[src/rtl/fram_buf_pkg.sv]
// Constants shared by the frame write buffer packer and the DDR write engine.
// The write side stores 32-bit pixel pairs; the read side drains 128-bit words.
package fram_buf_pkg;
  localparam int PIX_WIDTH     = 16;
  localparam int WR_DATA_WIDTH = 32;
  localparam int WR_ADDR_WIDTH = 10;
  localparam int RD_DATA_WIDTH = 128;
  localparam int RD_ADDR_WIDTH = 8;
  localparam int HALF_WORDS    = 2 ** (WR_ADDR_WIDTH - 1);
endpackage

[src/rtl/fram_pix_pair.sv]
// Pairs consecutive valid pixels into one word (first pixel in the low half)
// and pads a lone pixel left over when data enable drops.
module fram_pix_pair #(
  parameter int PIX_WIDTH = fram_buf_pkg::PIX_WIDTH
) (
  input  logic                   i_clk,
  input  logic                   i_rst,
  input  logic                   i_restart,
  input  logic                   i_de,
  input  logic [PIX_WIDTH-1:0]   i_pix,
  output logic                   o_word_valid,
  output logic [2*PIX_WIDTH-1:0] o_word
);
  logic                 r_held_valid;
  logic [PIX_WIDTH-1:0] r_held_pix;
  logic                 w_hold;

  // A restart discards any held pixel, so the pixel on that edge starts a pair.
  assign w_hold = i_de & (i_restart | ~r_held_valid);

  always_comb begin
    o_word_valid = 1'b0;
    o_word       = '0;
    if (!i_restart && r_held_valid) begin
      o_word_valid = 1'b1;
      o_word       = i_de ? {i_pix, r_held_pix} : {{PIX_WIDTH{1'b0}}, r_held_pix};
    end
  end

  always_ff @(posedge i_clk) begin
    if (i_rst) begin
      r_held_valid <= 1'b0;
      r_held_pix   <= '0;
    end else begin
      r_held_valid <= w_hold;
      if (w_hold) r_held_pix <= i_pix;
    end
  end
endmodule

[src/rtl/wr_fram_pack.sv]
// Packs the capture stream into the frame buffer write port as two ping-pong
// halves and raises a level request to the DDR writer for each full half.
module wr_fram_pack #(
  parameter int PIX_WIDTH     = fram_buf_pkg::PIX_WIDTH,
  parameter int WR_DATA_WIDTH = fram_buf_pkg::WR_DATA_WIDTH,
  parameter int WR_ADDR_WIDTH = fram_buf_pkg::WR_ADDR_WIDTH
) (
  input  logic                     wr_clk,
  input  logic                     wr_rst,
  input  logic                     vs_in,
  input  logic                     de_in,
  input  logic [PIX_WIDTH-1:0]     pix_in,
  output logic                     wr_en,
  output logic [WR_ADDR_WIDTH-1:0] wr_addr,
  output logic [WR_DATA_WIDTH-1:0] wr_data,
  output logic                     burst_req,
  output logic                     burst_half,
  input  logic                     burst_done,
  output logic                     frame_start,
  output logic                     overflow
);
  localparam logic [WR_ADDR_WIDTH-1:0] ADDR_ONE = 1;

  logic                     r_vs_d;
  logic [1:0]               r_pend;
  logic                     r_rd_half;
  logic                     r_wr_en;
  logic [WR_ADDR_WIDTH-1:0] r_wr_addr;
  logic [WR_DATA_WIDTH-1:0] r_wr_data;
  logic                     r_burst_req;
  logic                     r_frame_start;
  logic                     r_overflow;

  logic                     w_vs_rise;
  logic                     w_done;
  logic                     w_half_full;
  logic                     w_word_valid;
  logic [WR_DATA_WIDTH-1:0] w_word;
  logic [1:0]               w_pend_nxt;
  logic                     w_rd_half_nxt;

  assign w_vs_rise   = vs_in & ~r_vs_d;
  assign w_done      = burst_done & r_burst_req;
  // The write now on the port is the last word of its half.
  assign w_half_full = r_wr_en & (&r_wr_addr[WR_ADDR_WIDTH-2:0]);

  fram_pix_pair #(.PIX_WIDTH(PIX_WIDTH)) u_pair (
    .i_clk        (wr_clk),
    .i_rst        (wr_rst),
    .i_restart    (w_vs_rise),
    .i_de         (de_in),
    .i_pix        (pix_in),
    .o_word_valid (w_word_valid),
    .o_word       (w_word)
  );

  // Fill and drain always concern different halves, so both may apply at once.
  always_comb begin
    w_pend_nxt    = r_pend;
    w_rd_half_nxt = r_rd_half;
    if (w_half_full) w_pend_nxt[r_wr_addr[WR_ADDR_WIDTH-1]] = 1'b1;
    if (w_done) begin
      w_pend_nxt[r_rd_half] = 1'b0;
      w_rd_half_nxt         = ~r_rd_half;
    end
    if (w_vs_rise) begin
      w_pend_nxt    = 2'b00;
      w_rd_half_nxt = 1'b0;
    end
  end

  // wr_addr holds the address of the write on the port; it steps after that write.
  always_ff @(posedge wr_clk) begin
    if (wr_rst) begin
      r_vs_d        <= 1'b0;
      r_pend        <= 2'b00;
      r_rd_half     <= 1'b0;
      r_wr_en       <= 1'b0;
      r_wr_addr     <= '0;
      r_wr_data     <= '0;
      r_burst_req   <= 1'b0;
      r_frame_start <= 1'b0;
      r_overflow    <= 1'b0;
    end else begin
      r_vs_d        <= vs_in;
      r_frame_start <= w_vs_rise;
      r_pend        <= w_pend_nxt;
      r_rd_half     <= w_rd_half_nxt;
      r_burst_req   <= w_pend_nxt[w_rd_half_nxt];
      r_wr_en       <= 1'b0;
      if (w_vs_rise) begin
        r_wr_addr <= '0;
      end else begin
        if (r_wr_en) r_wr_addr <= r_wr_addr + ADDR_ONE;
        if (w_word_valid) begin
          if (r_pend[r_wr_addr[WR_ADDR_WIDTH-1]]) begin
            r_overflow <= 1'b1;
          end else begin
            r_wr_en   <= 1'b1;
            r_wr_data <= w_word;
          end
        end
      end
    end
  end

  assign wr_en       = r_wr_en;
  assign wr_addr     = r_wr_addr;
  assign wr_data     = r_wr_data;
  assign burst_req   = r_burst_req;
  assign burst_half  = r_rd_half;
  assign frame_start = r_frame_start;
  assign overflow    = r_overflow;
endmodule

[config.mk]
export PLATFORM = sky130hd
export DESIGN_NAME = wr_fram_pack
export DESIGN_NICKNAME = d
export VERILOG_FILES = /design/src/rtl/fram_buf_pkg.sv /design/src/rtl/fram_pix_pair.sv /design/src/rtl/wr_fram_pack.sv
export SDC_FILE = /design/constraint.sdc
export NUM_CORES = 1
export LEC_CHECK = 0
export CORE_AREA = 2 2 81 83
export DETAILED_ROUTE_END_ITERATION = 16
export DIE_AREA = 0 0 83 85
export PLACE_DENSITY = 0.67
export SETUP_SLACK_MARGIN = 0.3
export SYNTH_ARGS = -nofsm -noshare
export SYNTH_HDL_FRONTEND = slang
export SYNTH_SLANG_ARGS = --single-unit
[constraint.sdc]
create_clock -name wr_clk -period 1.65 [get_ports wr_clk]
set_input_delay 0.2475 -clock wr_clk [delete_from_list [all_inputs] [get_ports wr_clk]]
set_output_delay 0.2475 -clock wr_clk [all_outputs]
set_load 0.05 [all_outputs]
==> flow_summary.ini, run 1 <==
[sta]
worst_slew_pin_slew_ps = 261
slew_viol_final = 0
tns_ps = 0
finalHoldViolCount = 0
rsz0062_at_grt = true
period_needed_ps = 1470
finalSetupViolations = 0
max_freq_mhz = 678
relSlewSlack_pct = 82.6
fin_skew_ps = 14.6
finalCritPeriodShare_pct = 89.3

[floorplanning]
initial_core_util_pct = 38.7
ios = 68
die_x_um = 83
core_area_um2 = 6200
die_y_um = 85
fp-row-count = 29
dieArea_um2 = 7060

[place]
dp.cells = 398
dp.final_hpwl_um = 3930
numPortBuffers = 67
gp_congestion = 0.800
postPlaceCellArea_um2 = 3130

[logic_synthesis]
synth_top_area_cell = dfxtp_1
synth.most_common_cell = dfxtp_1
synth_warnings = 0
synth.distinct_cells = 30
ys_seq_area_share_pct = 55.9
synth_area_um2 = 2400
synth_area_leaders = dfxtp_1, nand2_1, a21oi_1
synth_commonest_cells = dfxtp_1, nand2_1, a21oi_1
synth-edff-count = 0
avgSynthCellArea_um2 = 9.27
ys_seq_elements = 67
synthDominantCellAreaShare_pct = 55.9
async_flop_share_pct = 0
syn-instance-count = 259
syn_nets = 282
synth_ff_type = dfxtp_1

[drt]
detail-route-antenna-nets = 0
vias_per_cell = 4.90
dr.pass1.iters = 6
vias = 2052
wl_um = 5610
drt_iter0_markers = 114
drc_errors = 0
wl_per_cell_um = 13.4

[finish]
nFillCells = 556
final_area_um2 = 3410
drive_gt1_share_pct = 29.8
areaGrowthSynthToFinish_pct = 42.2
multiInputGateArea_um2 = 982
seqCellArea_um2 = 1370
stdcell_count = 419
diodes = 0
fin_nets = 360

[global_routing]
grt_use_met2_pct = 24.9
grt_pass1_wl_um = 9120
met1_usage_pct = 21.0
grt_max_degree = 21
gr-total-overflow = 0
antenna_found_initial = 0
top_usage_layer = met2
grtUsageMet3_pct = 5.16
grt_use_total_pct = 16.3
grt_pass1_vias = 1859

[power_and_ir_drop]
p_leak_nw = 1.35
power_w = 0.00341
ir_drop_uv = 696
p_per_area_nw_per_um2 = 1000

[critical_path]
cp_num_buf_inv = 1
endpoint_kind = register
regToRegSetupSlack_ps = 180
startpoint = wr_addr[9]
slowest_delay_ps = 390
cp_num_cells = 5
crit_family = simple AND/OR/NAND/NOR gates
r2r-end = wr_data[18]
r2r_cells = 5
cp_slowest_cell = or3_4
worst_setup_path_start_kind = register
crit_end = wr_data[18]
timing.rr.start = wr_addr[9]
cp_cell_sequence = mux2_4 > or3_4 > buf_12 > nand2_1 > a21oi_1
path_max_fanout = 17
crit_type = register to register
cp.arrival_ps = 1700
crit_required_ps = 1870

[clock_network]
cts_buffers = 9
clkTransAtPathRegs_ps = 70
htreeDepth = 3
cts_buffer_depth = 2
cts_root_buffer = clkbuf_8
clock-sinks = 67
tritoncts = yes
clk_latency_ps = 340

[run]
cap_violations = 0

[hold_path]
holdCritPathClass = register to register
worstHoldStart = r_vs_d

[status]
status = complete, no violations
registers in the layout, summed over array words and instances, names as in the netlist:
signal	cells
frame_start	1
overflow	1
u_pair.r_held_valid	1
wr_data	32
u_pair.r_held_pix	16
wr_addr	10
r_vs_d	1
burst_req	1
r_pend	2
burst_half	1
wr_en	1
cell type report:
| cell class | count | share of cell area [%] |
|---|---|---|
| clock inverters | 7 | 2.38 |
| flip-flops and latches | 67 | 40.2 |
| multi-input cells | 173 | 28.8 |
| repair buffers | 84 | 22.0 |
| well taps | 77 | 2.82 |
| inverters | 2 | 0.220 |
| clock buffers | 9 | 3.63 |
worst reg2reg max path: stages, from the launching register on:
cell and delay (ps):
dfxtp_4 350, mux2_4 320, or3_4 390, buf_12 170, nand2_1 70, a21oi_1 60
power by group:
part	switching, W	internal, W	total, W	leakage [nW]
clock	0.000679	0.000722	0.00140	0.103
sequential	0.0000270	0.00165	0.00168	0.552
combinational	0.000186	0.000146	0.000333	0.699
total	0.000892	0.00252	0.00341	1.35
per-stage QoR:
stage / setup slack [ps] / hold WS [ps] / utilization [%]
2_1_floorplan: 48.4 / 367 / -
3_3_place_gp: -79.8 / 422 / 50.4
3_5_place_dp: -109 / 419 / 50.4
4_1_cts: 161 / 437 / 54.4
5_1_grt: 121 / 470 / 55.0
6_report: 176 / 437 / 55.0
worst min path at each step:
| stage | to | cells past startpoint |
|---|---|---|
| after CTS | frame_start | 1 |
| after global routing | r_pend[1] | 1 |
| after floorplan | r_pend[1] | 1 |
| final | frame_start | 1 |
| after global placement | frame_start | 1 |
| after detailed placement | frame_start | 1 |
cell families (layout without fill, tap and decap cells):
logic type	count (synthesis)	after routing	synth area share (%)
AO/OA/AOI/OAI	58	58	15.1
XOR/XNOR	7	7	2.55
adder cells (fa/ha/maj)	2	2	1.04
buffers and inverters	19	102	4.69
flip-flops	67	67	55.9
multiplexers	4	4	1.93
AND/OR/NAND/NOR	102	102	18.8
placed cells by master (no fill, tap or decap), drive strengths merged, types with 2 or more instances in the layout:
cell type and n:
nand2 53, a31oi 3, nor2b 2, clkdlybuf4s50 20
a311oi 2, a22o 15, clkbuf 9, nand2b 2
or3 2, a21oi 35, nor3 2, buf 64
xor2 5, mux2 2, o21ai 2, ha 2
dfxtp 67, mux2i 2, nor2 17, nand4 4
xnor2 2, nand3 18, inv 6
routing by layer:
metal	up-vias	share of wire (%)
met1	941	46
met5	-	0
met4	0	2.2
li1	1048	-
met3	13	6.1
met2	50	46
what timing repair did:
| item | in CTS | in global routing |
|---|---|---|
| hold buffers | 0 | 0 |
| gates cloned | 1 | 0 |
| hold endpoints to repair | 0 | 0 |
| resized for setup | 3 | 5 |
| setup buffers | 1 | 3 |
| pin swaps | 0 | 1 |
| endpoints found under the setup margin | 49 | 52 |
(Power assumes the default switching activity.)
==> run 2: changes to the inputs <==
SLEW_MARGIN = 25   (was default)
==> results of run 2 <==
No change in the layout: final DEF, timing and power equal those of run 1.
==> run 3: changes to the inputs <==
SLEW_MARGIN = default   (was 25)
==> results of run 3 <==
No change in the layout: final DEF, timing and power equal those of run 1.
==> RTL edit 1, RTL diff (config.mk and constraints of run 2) <==
`WR_ADDR_WIDTH`: 10 -> 8.
--- a/src/rtl/fram_buf_pkg.sv
+++ b/src/rtl/fram_buf_pkg.sv
@@ -5,3 +5,3 @@
   localparam int WR_DATA_WIDTH = 32;
-  localparam int WR_ADDR_WIDTH = 10;
+  localparam int WR_ADDR_WIDTH = 8;
   localparam int RD_DATA_WIDTH = 128;
Ports: changed (resized wr_addr); port bits go from 68 to 66. No check against the original RTL was run, so the function may have changed too.
==> RTL edit 1 against run 2 <==
  * Routed wire length grew 1.5%
  * Fmax grew 10%
  * Synthesized area grew 0.10%
  * Power grew 1.3%
  * Final area grew 0.33%
  * Sequential cell count shrank 2
  * Setup slack gained 0.14 ns
  * Via count shrank 3.2%
  * Critical path type unchanged
==> RTL edit 1: results (changes against run 2) <==
[global_route] via count of the first global-routing pass 1,849 [-0.54%]
[logic_synthesis] multiplexer fraction of the synthesized cell area 0.01250 [-0.006791]
[critical_path] reg-to-reg setup timing slack 0.31 ns [+0.14 ns]
[logic_synthesis] leading cell types by total area after synthesis dfxtp_1 (54%), nand2_1 (8.1%), a22o_1 (5.8%), a21oi_1 (5.4%), nand3_2 (4.2%)
[routing] drt first pass iters 4 [-2]
[outcome] status completed
[timing] Worst Hold Slack 0.4167 ns [-0.02053 ns]
[logic_synthesis] Synth Area in XOR/XNOR 0.02188 [-0.003672]
[critical_path] slowest CP cell dfxtp_4
[logic_synthesis] adder-cell area share of the yosys netlist 0.005208 [-0.005219]
[place] number of buffer cells added on primary ports 65 [-3.0%]
[power] LEAKAGE 1.302 nW [-3.8%]
[final_layout] fraction of final layout cells sized beyond drive strength 1 0.3589 [+0.06065]
[routing] via-per-instance ratio 4.928 [+0.63%]
[global_route] global-route wire length before repair 8873 um [-2.7%]
[timing] setup skew after layout 0.01182 ns [-0.002784 ns]
[critical_path] critical path's largest stage delay 0.36 ns [-0.03 ns]
[timing] slew at the pin with the worst max-slew slack 0.3892 ns [+0.1283 ns]
[place] Placer Congestion 0.7564 [-5.4%]
[routing] iteration-0 DRC count of the detailed router 93 [-18%]
[place] Cells after DPL 380 [-4.5%]
[final_layout] count of fill cells added during filler insertion 553 [-0.54%]
[critical_path] worst flop-to-flop path startpoint wr_addr[7]$_SDFFE_PP0P_
[logic_synthesis] net count after synthesis 271 [-3.9%]
[logic_synthesis] count of mapped cells out of synthesis 249 [-3.9%]
[routing] per-cell routed wire length 14.12 um [+5.5%]
-- RTL edit 1: cell types whose count changed after synthesis, moves of 2 or more --
| cell | change |
|---|---|
| buf_2 | +2 |
| a31oi_1 | -3 |
| buf_6 | -3 |
| dfxtp_1 | -2 |
| inv_1 | -2 |
| a21oi_1 | -9 |
| nor2_1 | -6 |
| a21oi_2 | +11 |
| buf_4 | +2 |
| nand3_2 | +10 |
| nand3_1 | -9 |
-- RTL edit 1: how the worst max path moves through the flow --
stage                     cells past startpoint  slack (ns)                     from                            endpoint
after floorplan                               6        0.27  wr_addr[7]$_SDFFE_PP0P_            wr_data[17]$_SDFFE_PP0P_
after global placement                        5       -0.10                    vs_in  u_pair.r_held_pix[11]$_SDFFE_PP0P_
after detailed placement                      5       -0.16                    vs_in   u_pair.r_held_pix[8]$_SDFFE_PP0P_
after CTS                                     5        0.32  wr_addr[7]$_SDFFE_PP0P_            wr_data[28]$_SDFFE_PP0P_
after global routing                          5        0.26  wr_addr[7]$_SDFFE_PP0P_             wr_data[9]$_SDFFE_PP0P_
final                                         5        0.31  wr_addr[7]$_SDFFE_PP0P_            wr_data[28]$_SDFFE_PP0P_
-- RTL edit 1: logic make-up after synthesis --
logic type      Yosys count
flops                    65
fa+ha+maj                 1
xor+xnor                  6
simple gates             97
mux                       3
compound gates           59
buf+inv                  18
-- RTL edit 1: worst register-to-register path, delay by kind of cell (launching register included) --
kind / cells / cell delay [ns]
flops: 1 / 0.36
mux: 1 / 0.23
buf+inv: 1 / 0.15
compound gates: 1 / 0.15
simple gates: 2 / 0.36
-- RTL edit 1: layer usage --
layer,up-vias,track usage,routed length [um]
li1,1003,-,-
met1,927,0.1994,2685
met2,48,0.2485,2648
met3,8,0.04475,249
met4,0,0.07601,108
met5,-,0,0
-- RTL edit 1: stage by stage --
stage | cell area (um2) | setup TNS (ns)
final | 3423 | 0
after CTS | 3313 | 0
after global placement | 3023 | -1.630
after detailed placement | 3023 | -2.488
after floorplan | 2435 | 0
after global routing | 3423 | 0
-- RTL edit 1: what timing repair did --
action,in CTS,in global routing
setup endpoints to repair,48,50
buffers inserted,2,1
resized for setup,5,16
endpoints found under the hold margin,0,0
gates cloned,1,3
pin swaps,0,4
-- RTL edit 1: power by group --
| part | total, W | switching [W] | internal [W] |
|---|---|---|---|
| clock | 0.00147 | 0.000567 | 0.000906 |
| sequential | 0.00164 | 0.0000291 | 0.00161 |
| combinational | 0.000347 | 0.000198 | 0.000149 |
-- RTL edit 1: final cells by class --
cell class,instances,area share
clock inverters,1,0.008772
repair buffers,79,0.2142
clock buffers,15,0.05738
flip-flops and latches,65,0.3871
multi-input cells,166,0.3045
well taps,77,0.02814
==> RTL edit 2, RTL diff (settings of run 2) <==
Without the edit above. The output `frame_start` loses its register stage (`r_frame_start` becomes a continuous assignment).
--- a/src/rtl/wr_fram_pack.sv
+++ b/src/rtl/wr_fram_pack.sv
@@ -81,3 +81,2 @@
       r_burst_req   <= 1'b0;
-      r_frame_start <= 1'b0;
       r_overflow    <= 1'b0;
@@ -85,3 +84,2 @@
       r_vs_d        <= vs_in;
-      r_frame_start <= w_vs_rise;
       r_pend        <= w_pend_nxt;
@@ -106,2 +104,4 @@
 
+  assign r_frame_start = w_vs_rise;
+
   assign wr_en       = r_wr_en;
Check against the original RTL: not equivalent (a bounded check fails within 4 cycles, from zero or initial values and one cycle with wr_rst high).
==> RTL edit 2 against run 2 <==
  * Power is 6.9% higher
  * Final area grew 38%
  * Synthesized area up 20%
  * Sequential cell count shrank 1
  * First-iteration DRC count rose by 100%
  * Setup slack got worse by 0.044 ns
  * Routed wire length is 77% higher
  * Non-clock buffer count grew 25
  * Critical endpoint is now u_pair.r_held_pix[10]$_SDFFE_PP0P_
==> RTL edit 2: results (changes against run 2) <==
[outcome] status completed
[critical_path] reg-to-reg setup timing slack 0.13 ns [-0.04 ns]
[global_route] global-route wire length before repair 14,230 um [+56%]
[final_layout] clock buffer instance count of the final layout 14 [+5]
[final_layout] Multi-Input Combinational 205 [+18%]
[critical_path] capturing instance or port of the critical path u_pair.r_held_pix[10]$_SDFFE_PP0P_
[place] Placed Area 3635 um2 [+16%]
[critical_path] largest delay contributor family on the critical path compound AO/OA/AOI/OAI gates
[timing] fmax 0.6589 GHz [-2.9%]
[critical_path] worst flop-to-flop path startpoint r_vs_d$_SDFF_PP0_
[global_route] maximum number of pins on one net before global-route repair 52 [+150%]
[critical_path] critical path's largest stage delay 0.37 ns [-0.02 ns]
[critical_path] maximum fanout along the worst path 20 [+3]
[routing] via-per-instance ratio 6.316 [+29%]
[routing] iteration-0 DRC count of the detailed router 230 [+100%]
[power] LEAKAGE 1.692 nW [+25%]
[critical_path] Register-to-Register Path Depth 6 [+1]
[place] worst slack after detailed placement -0.1794 ns [-0.07088 ns]
[routing] per-cell routed wire length 20.20 um [+51%]
[final_layout] number of non-clock buffers in the layout 109 [+30%]
[final_layout] Nets 433 [+20%]
[hold_path] Worst Hold Path Cells 2 [+1]
[hold_path] Tightest Hold Check Type in -> reg
[timing] slew at the pin with the worst max-slew slack 0.6404 ns [+0.3795 ns]
[hold_path] endpoint of the worst hold path r_vs_d$_SDFF_PP0_
[logic_synthesis] portion of the post-synthesis area used by sequential elements 0.4605 [-0.09838]
[hold_path] startpoint of the lowest-slack hold path vs_in
[final_layout] total area of sequential cells 1355 um2 [-1.1%]
[logic_synthesis] leading cell types by total area after synthesis dfxtp_1 (46%), o31ai_1 (13%), a21oi_1 (6.3%), o2111ai_1 (4.9%), or4_1 (4.4%)
[critical_path] Worst Path Arrival 1.72 ns [+0.02 ns]
[timing] setup skew after layout 0.009761 ns [-0.004846 ns]
[final_layout] count of fill cells added during filler insertion 409 [-26%]
[logic_synthesis] top cell types by occurrence after synthesis dfxtp_1 (66), o31ai_1 (50), a21oi_1 (36), clkbuf_1 (27), nand4_1 (20)
[critical_path] slowest CP cell o31ai_1
[final_layout] fraction of final layout cells sized beyond drive strength 1 0.4662 [+0.1679]
[cts] number of sinks driven by the clock tree 66 [-1.5%]
[logic_synthesis] net count after synthesis 346 [+23%]
[place] placed wire-length estimate 5022 um [+28%]
[final_layout] Non-clock buffers, area share 0.2383 [+0.01829]
[critical_path] Critical path origin r_vs_d$_SDFF_PP0_
[global_route] via count of the first global-routing pass 2,832 [+52%]
[place] Placer Congestion 0.7962 [-0.44%]
[power] cell internal power dissipation 0.002651 W [+5.1%]
[routing] drt first pass iters 4 [-2]
[final_layout] footprint of the multi-input gates 1853 um2 [+89%]
## RTL edit 2: cell families after synthesis
logic type | Yosys count | share of synthesized area
AO/OA/AOI/OAI | 111 | 0.2647
XOR/XNOR | 4 | 0.01221
adder cells (fa/ha/maj) | 2 | 0.008721
buffers and inverters | 56 | 0.07980
flip-flops | 66 | 0.4605
multiplexers | 4 | 0.01570
AND/OR/NAND/NOR | 80 | 0.1583
## RTL edit 2: what timing repair did
| action | CTS | global route |
|---|---|---|
| cloned | 7 | 4 |
| setup buffers | 10 | 0 |
| pin swaps | 25 | 26 |
| gates resized for setup | 52 | 67 |
| setup endpoints to repair | 40 | 54 |
## RTL edit 2: routing by layer
| layer | routed length [um] | vias to the layer above | part of all wire | global-route usage |
|---|---|---|---|---|
| met5 | 0 | - | 0 | 0 |
| met4 | 484 | 0 | 0.049 | 0.1341 |
| met3 | 689 | 35 | 0.069 | 0.05934 |
| met2 | 4584 | 174 | 0.46 | 0.4032 |
| met1 | 4159 | 1481 | 0.42 | 0.3252 |
| li1 | - | 1411 | - | - |
## RTL edit 2: through the flow
stage	hold WS, ns	instances	utilization	TNS, ns	power, W
floorplan	0.3659	323	-	0	0.001930
CTS	0.3166	487	0.6937	0	0.003574
detailed placement	0.4520	455	0.5858	-3.872	0.002110
finish	0.3349	491	0.7590	0	0.003650
global placement	0.4521	455	0.5858	-3.080	0.002106
global route	0.3520	491	0.7590	0	0.003775
## RTL edit 2: power groups by stage
stage	registers (W)	logic [W]	clock network [W]
floorplan	0.00175	0.000185	0
global placement	0.00169	0.000415	0
detailed placement	0.00169	0.000418	0
CTS	0.00165	0.000537	0.00138
global route	0.00166	0.000661	0.00145
finish	0.00166	0.000632	0.00136
